### src/rtl/dram_arb_pkg.sv
// dram_arb_pkg -- shared definitions for the DRAM request arbiter.
//   arb_state_t : arbiter FSM states
//   CMD_READ / CMD_WRITE : encoding of the per-requester command bit
package dram_arb_pkg;

  typedef enum logic [2:0] {
    ST_IDLE          = 3'd0,
    ST_ISSUE         = 3'd1,
    ST_ACCEPTED      = 3'd2,
    ST_WAIT_BUSY_LOW = 3'd3,
    ST_WAIT_RDATA    = 3'd4
  } arb_state_t;

  localparam logic CMD_READ  = 1'b0;
  localparam logic CMD_WRITE = 1'b1;

endpackage

### src/rtl/dram_rr_picker.sv
// dram_rr_picker -- combinational round-robin winner selection.
// Ports:
//   req    in  NUM_REQ  eligible request vector
//   ptr    in  PTR_W    index of the last served requester
//   winner out NUM_REQ  one-hot winner (all zero when no request)
// The search starts at ptr+1 and wraps, so the last served requester has
// the lowest priority.
module dram_rr_picker #(
  parameter int NUM_REQ = 4,
  parameter int PTR_W   = $clog2(NUM_REQ)
) (
  input  logic [NUM_REQ-1:0] req,
  input  logic [PTR_W-1:0]   ptr,
  output logic [NUM_REQ-1:0] winner
);

  logic found;

  // Outer loop walks the rotation order, inner loop finds the requester at
  // that rotation distance; only constant bit indices are used.
  always_comb begin
    winner = '0;
    found  = 1'b0;
    for (int off = 1; off <= NUM_REQ; off++) begin
      for (int i = 0; i < NUM_REQ; i++) begin
        if (!found && req[i] && (((int'(ptr) + off) % NUM_REQ) == i)) begin
          winner[i] = 1'b1;
          found     = 1'b1;
        end
      end
    end
  end

endmodule

### src/rtl/dram_req_arbiter.sv
// dram_req_arbiter -- round-robin arbiter sharing one DRAM controller user
// port between NUM_REQ requesters.
// Ports:
//   u_clk, u_rst                 clock, asynchronous active-high reset
//   req/req_cmd                  per-requester request level and command
//   req_addr/req_wdata           packed per-requester address / write data
//   gnt, done                    one-hot grant, one-cycle completion pulse
//   rd_data                      read data, valid with done of a read
//   u_en/u_addr/u_data_i/u_cmd   request to the controller
//   u_busy/u_cmd_ack/u_data_valid/u_data_o  controller status and read data
//   err (only with DRAM_ARB_TIMEOUT_EN)     watchdog abort flag
// Build option: define DRAM_ARB_TIMEOUT_EN to add a watchdog that aborts a
// transaction after TIMEOUT_CYCLES non-idle cycles.
module dram_req_arbiter
  import dram_arb_pkg::*;
#(
  parameter int NUM_REQ        = 4,
  parameter int U_ADDR_WIDTH   = 12,
  parameter int U_DATA_WIDTH   = 8,
  parameter int TIMEOUT_CYCLES = 64
) (
  input  logic                             u_clk,
  input  logic                             u_rst,
  input  logic [NUM_REQ-1:0]               req,
  input  logic [NUM_REQ-1:0]               req_cmd,
  input  logic [NUM_REQ*U_ADDR_WIDTH-1:0]  req_addr,
  input  logic [NUM_REQ*U_DATA_WIDTH-1:0]  req_wdata,
  output logic [NUM_REQ-1:0]               gnt,
  output logic [NUM_REQ-1:0]               done,
  output logic [U_DATA_WIDTH-1:0]          rd_data,
  output logic                             u_en,
  output logic [U_ADDR_WIDTH-1:0]          u_addr,
  output logic [U_DATA_WIDTH-1:0]          u_data_i,
  output logic                             u_cmd,
  input  logic                             u_busy,
  input  logic                             u_cmd_ack,
  input  logic                             u_data_valid,
  input  logic [U_DATA_WIDTH-1:0]          u_data_o
`ifdef DRAM_ARB_TIMEOUT_EN
  ,
  output logic                             err
`endif
);

  localparam int PTR_W = $clog2(NUM_REQ);

  arb_state_t               state_reg, state_next;
  logic [NUM_REQ-1:0]       gnt_reg, gnt_next;
  logic [NUM_REQ-1:0]       done_reg, done_next;
  logic [PTR_W-1:0]         gidx_reg, gidx_next;
  logic [PTR_W-1:0]         ptr_reg, ptr_next;
  logic [U_ADDR_WIDTH-1:0]  addr_reg, addr_next;
  logic [U_DATA_WIDTH-1:0]  wdata_reg, wdata_next;
  logic                     cmd_reg, cmd_next;
  logic [U_DATA_WIDTH-1:0]  rd_data_reg, rd_data_next;
  logic                     finish;

  logic [NUM_REQ-1:0]       req_eligible;
  logic [NUM_REQ-1:0]       winner;
  logic [PTR_W-1:0]         win_idx;

  logic [U_ADDR_WIDTH-1:0]  addr_arr  [NUM_REQ];
  logic [U_DATA_WIDTH-1:0]  wdata_arr [NUM_REQ];

  genvar gi;
  generate
    for (gi = 0; gi < NUM_REQ; gi++) begin : g_unpack
      assign addr_arr[gi]  = req_addr[gi*U_ADDR_WIDTH +: U_ADDR_WIDTH];
      assign wdata_arr[gi] = req_wdata[gi*U_DATA_WIDTH +: U_DATA_WIDTH];
    end
  endgenerate

  // A requester sees its done one cycle late and may still hold req in the
  // done cycle; excluding it then avoids re-granting a finished request.
  assign req_eligible = req & ~done_reg;

  dram_rr_picker #(
    .NUM_REQ (NUM_REQ),
    .PTR_W   (PTR_W)
  ) u_picker (
    .req    (req_eligible),
    .ptr    (ptr_reg),
    .winner (winner)
  );

  always_comb begin
    win_idx = '0;
    for (int i = 0; i < NUM_REQ; i++) begin
      if (winner[i]) win_idx = PTR_W'(i);
    end
  end

`ifdef DRAM_ARB_TIMEOUT_EN
  localparam int WD_W = $clog2(TIMEOUT_CYCLES) + 1;
  logic [WD_W-1:0] wdog_reg, wdog_next;
  logic            err_reg, err_next;
`else
  // Watchdog is compiled out; keep the parameter referenced.
  logic unused_cfg;
  assign unused_cfg = ^TIMEOUT_CYCLES;
`endif

  always_comb begin
    state_next   = state_reg;
    gnt_next     = gnt_reg;
    done_next    = '0;
    gidx_next    = gidx_reg;
    ptr_next     = ptr_reg;
    addr_next    = addr_reg;
    wdata_next   = wdata_reg;
    cmd_next     = cmd_reg;
    rd_data_next = rd_data_reg;
    finish       = 1'b0;

    case (state_reg)
      ST_IDLE: begin
        if (!u_busy && (|req_eligible)) begin
          gnt_next   = winner;
          gidx_next  = win_idx;
          addr_next  = addr_arr[win_idx];
          wdata_next = wdata_arr[win_idx];
          cmd_next   = req_cmd[win_idx];
          state_next = ST_ISSUE;
        end
      end
      ST_ISSUE: begin
        if (u_cmd_ack) state_next = ST_ACCEPTED;
      end
      ST_ACCEPTED: begin
        if (u_busy) begin
          state_next = (cmd_reg == CMD_WRITE) ? ST_WAIT_BUSY_LOW : ST_WAIT_RDATA;
        end
      end
      ST_WAIT_BUSY_LOW: begin
        if (!u_busy) finish = 1'b1;
      end
      ST_WAIT_RDATA: begin
        if (u_data_valid) begin
          rd_data_next = u_data_o;
          finish       = 1'b1;
        end
      end
      default: state_next = ST_IDLE;
    endcase

    if (finish) begin
      done_next  = gnt_reg;
      gnt_next   = '0;
      ptr_next   = gidx_reg;
      state_next = ST_IDLE;
    end

`ifdef DRAM_ARB_TIMEOUT_EN
    err_next = 1'b0;
    // A normal completion in the same cycle wins over the abort.
    if (state_reg != ST_IDLE && !finish &&
        wdog_reg == WD_W'(TIMEOUT_CYCLES - 1)) begin
      done_next  = gnt_reg;
      err_next   = 1'b1;
      gnt_next   = '0;
      ptr_next   = gidx_reg;
      state_next = ST_IDLE;
    end
    if (state_reg == ST_IDLE || state_next == ST_IDLE) wdog_next = '0;
    else wdog_next = wdog_reg + WD_W'(1);
`endif
  end

  always_ff @(posedge u_clk or posedge u_rst) begin
    if (u_rst) begin
      state_reg   <= ST_IDLE;
      gnt_reg     <= '0;
      done_reg    <= '0;
      gidx_reg    <= '0;
      ptr_reg     <= PTR_W'(NUM_REQ - 1);
      addr_reg    <= '0;
      wdata_reg   <= '0;
      cmd_reg     <= CMD_READ;
      rd_data_reg <= '0;
`ifdef DRAM_ARB_TIMEOUT_EN
      wdog_reg    <= '0;
      err_reg     <= 1'b0;
`endif
    end else begin
      state_reg   <= state_next;
      gnt_reg     <= gnt_next;
      done_reg    <= done_next;
      gidx_reg    <= gidx_next;
      ptr_reg     <= ptr_next;
      addr_reg    <= addr_next;
      wdata_reg   <= wdata_next;
      cmd_reg     <= cmd_next;
      rd_data_reg <= rd_data_next;
`ifdef DRAM_ARB_TIMEOUT_EN
      wdog_reg    <= wdog_next;
      err_reg     <= err_next;
`endif
    end
  end

  // u_en follows the state directly so it drops in the done cycle and
  // immediately on reset.
  assign u_en     = (state_reg != ST_IDLE);
  assign gnt      = gnt_reg;
  assign done     = done_reg;
  assign rd_data  = rd_data_reg;
  assign u_addr   = addr_reg;
  assign u_data_i = wdata_reg;
  assign u_cmd    = cmd_reg;
`ifdef DRAM_ARB_TIMEOUT_EN
  assign err      = err_reg;
`endif

endmodule

### config.mk
export PLATFORM = sky130hd
export DESIGN_NAME = dram_req_arbiter
export DESIGN_NICKNAME = d
export VERILOG_FILES = /design/src/rtl/dram_arb_pkg.sv /design/src/rtl/dram_rr_picker.sv /design/src/rtl/dram_req_arbiter.sv
export SDC_FILE = /design/constraint.sdc
export NUM_CORES = 1
export LEC_CHECK = 0
export BUFFER_PORTS_ARGS = -buffer_cell sky130_fd_sc_hd__buf_2
export CAP_MARGIN = 20
export CORE_MARGIN = 3
export CORE_UTILIZATION = 44
export DETAILED_ROUTE_END_ITERATION = 16
export GPL_ROUTABILITY_DRIVEN = 0
export HOLD_SLACK_MARGIN = 0.1
export PLACE_DENSITY = 0.78
export SLEW_MARGIN = 20
export SYNTH_ARGS = -nofsm -noshare
export SYNTH_HDL_FRONTEND = slang
export SYNTH_SLANG_ARGS = --single-unit
### constraint.sdc
create_clock -name u_clk -period 1.8 [get_ports u_clk]
set_input_delay 0.36 -clock u_clk [delete_from_list [all_inputs] [get_ports u_clk]]
set_output_delay 0.36 -clock u_clk [all_outputs]
set_load 0.01 [all_outputs]
==> flow_metrics.env <==
export IMPL_antennaDiodeCount=0
export IMPL_routed_top_layer="met4"
export IMPL_cts_buffer_depth=2
export IMPL_layout_nets=608
export IMPL_synth_top_family_by_area="compound AO/OA/AOI/OAI gates"
export IMPL_cts_sinks=44
export IMPL_final_area_sq_um=4570
export IMPL_regToRegSetupSlack_ns=0.004
export IMPL_rr_startpoint="done[2]"
export IMPL_cts_buffers=5
export IMPL_netlist_area_leader_share_pct=32.7
export IMPL_dp_hpwl_mm=7.83
export IMPL_crit_family="compound AO/OA/AOI/OAI gates"
export IMPL_max_clock_freq_mhz=557
export IMPL_synth_edf_count=0
export IMPL_critPathLaunchType="flip-flop"
export IMPL_grt_max_degree=33
export IMPL_hold_viol=0
export IMPL_synthTopCellsByCount="nor2_1, dfrtp_1, nor2b_1"
export IMPL_cp_depth=6
export IMPL_irDropWorstVdd_v=0.000486
export IMPL_htreeDepth=2
export IMPL_cts_tree="built"
export IMPL_grtUsageTotal_pct=24.4
export IMPL_drv_cap=0
export IMPL_r2r_end="u_addr[4]"
export IMPL_hold_path_endpoint="rd_data[5]"
export IMPL_overflow=0
export IMPL_hp_class="in -> reg"
export IMPL_cp_arrival_ns=1.99
export IMPL_drcViolationCount=0
export IMPL_drt_total_wl_mm=10.8
export IMPL_synthAdderAreaFrac_pct=0
export IMPL_skew_ns=0.0170
export IMPL_yosysMostFrequentCell="nor2_1"
export IMPL_synthDistinctLibCells=42
export IMPL_whs_path_depth=2
export IMPL_design_core_area_sq_um=6940
export IMPL_routed_via_density=6.01
export IMPL_critPathMaxStageDelay_ns=0.42
export IMPL_synth_mux_area_share_pct=3.85
export IMPL_start_util_pct=46.3
export IMPL_grt_pass1_vias=3475
export IMPL_synth_xor_area_share_pct=0
export IMPL_cp_required_ns=1.99
export IMPL_finalCritPeriodShare_pct=99.8
export IMPL_via_count=3633
export IMPL_powerDensity_nw_per_um2=1330
export IMPL_synth_top_area_cell="dfrtp_1"
export IMPL_min_period_ns=1.80
export IMPL_cp_slowest_cell="dfrtp_1"
export IMPL_async_reset_ff_share_pct=100
export IMPL_synthTopCellsByArea="dfrtp_1, nor2_1, a2111oi_0"
export IMPL_synthSimpleGateAreaFrac_pct=20.8
export IMPL_die_h_um=91.5
export IMPL_ys_warn_count=0
export IMPL_synth_cells=360
export IMPL_slew_headroom_pct=65.1
export IMPL_wl_met2_mm=5.40
export IMPL_worst_pin_slew_ns=0.523
export IMPL_drive_above_1_share_pct=48.4
export IMPL_die_area_sq_um=8380
export IMPL_wl_met1_mm=4.48
export IMPL_first_iter_violations=216
export IMPL_antenna_found_initial=0
export IMPL_drt_pass1_iter_count=5
export IMPL_synth_compound_area_share_pct=32.5
export IMPL_io_buffers=138
export IMPL_grt_pass1_wl_mm=16.9
export IMPL_ios=139
export IMPL_p_leak_nw=1.94
export IMPL_path_clk_slew_ns=0.10
export IMPL_synth_area_sq_um=3220
export IMPL_status="complete, no violations"
export IMPL_drv_slew=0
export IMPL_avgSynthCellArea_sq_um=8.94
export IMPL_rows=30
export IMPL_fin_util_pct=65.9
export IMPL_largest_reg_flops=12
export IMPL_rsz0062_at_grt="true"
export IMPL_path_class="reg -> reg"
export IMPL_final_antenna_net_count=0
export IMPL_clock_latency_ns=0.31
export IMPL_finalSetupViolations=0
export IMPL_end_kind="flip-flop"
export IMPL_hold_start="u_data_o[5]"
export IMPL_rr_worst_depth=6
export IMPL_area_growth_pct=42.1
export IMPL_path_max_fanout=6
export IMPL_synth_nets=461
export IMPL_ys_flop_type="dfrtp_1"
export IMPL_ys_seq_area_share_pct=34.3
export IMPL_fp_dieW_um=91.5
export IMPL_ys_ff_latch=44
export IMPL_wl_met3_um=804
export IMPL_wl_per_cell_um=18.0
export IMPL_root_buffer="clkbuf_8"
export IMPL_cp_buffers_inverters=1
export IMPL_crit_chain="nor2b_4 > o22ai_2 > mux2_4 > buf_4 > o311ai_1 > a31oi_1"
export IMPL_placed_area_sq_um=4180
==> metal layers <==
layer,GRT usage (%),vias up
met2,42.3,164
li1,-,1703
met4,4.77,0
met1,31.2,1751
met5,0,-
met3,5.14,15
==> worst max-delay path by stage <==
stage	from	end
after floorplan	done[2]	u_addr[0]
after global placement	req[1]	u_data_i[0]
after detailed placement	req[3]	u_cmd
after CTS	done[3]	u_addr[4]
after global routing	done[3]	u_addr[9]
final	done[2]	u_addr[4]
==> per-stage QoR <==
| stage | hold WS (ns) | setup WS (ns) | std cells | setup TNS [ns] | power (mW) |
|---|---|---|---|---|---|
| 6_report | 0.297 | 0.00442 | 604 | 0 | 6.08 |
| 4_1_cts | 0.286 | -0.0348 | 603 | -0.287 | 5.83 |
| 5_1_grt | 0.288 | -0.0559 | 604 | -0.669 | 6.50 |
| 3_3_place_gp | 0.424 | -0.0122 | 594 | -0.0453 | 4.92 |
| 2_1_floorplan | 0.442 | 0.122 | 360 | 0 | 3.83 |
| 3_5_place_dp | 0.425 | -0.0927 | 594 | -0.696 | 5.03 |
==> timing repair <==
item | 4_1_cts | 5_1_grt
setup buffers | 0 | 1
hold buffers | 1 | 0
hold endpoints to repair | 1 | 0
resized for setup | 16 | 52
pin swaps | 0 | 4
setup endpoints to repair | 20 | 23
==> power breakdown <==
group	switching (mW)	internal, mW	total [mW]
registers	0.281	1.41	1.70
logic	1.95	1.67	3.62
clock network	0.359	0.413	0.772
total	2.59	3.50	6.08
==> cell families (layout without fill, tap and decap cells) <==
group	count (synthesis)	count (layout)
AO/OA/AOI/OAI	132	132
buffers and inverters	47	195
flip-flops	44	44
multiplexers	11	11
AND/OR/NAND/NOR	126	126
==> cell type report <==
type / instances / area [sq um]
fill: 577 / 2370
clock inverter: 2 / 35.0
timing repair buffer: 185 / 1170
sequential: 44 / 1100
multi-input combinational: 269 / 2070
inverter: 2 / 7.51
tap: 96 / 120
clock buffer: 6 / 72.6
==> layout by cell type, fill, tap and decap left out, types with 3 or more instances in the layout <==
| cell | count |
|---|---|
| nand3b_1 | 21 |
| mux2_2 | 9 |
| o21ai_0 | 9 |
| o311ai_2 | 9 |
| a31oi_1 | 22 |
| nand3_1 | 5 |
| nor2_1 | 52 |
| buf_2 | 138 |
| a21oi_1 | 3 |
| a221oi_1 | 21 |
| buf_6 | 7 |
| clkbuf_8 | 5 |
| dfrtp_1 | 42 |
| o311ai_1 | 11 |
| o211ai_1 | 21 |
| a2111oi_2 | 14 |
| nand2_1 | 8 |
| buf_4 | 31 |
| nor2b_1 | 25 |
| buf_12 | 7 |
| a2111oi_1 | 6 |
Power figures use the tool's default switching activity.
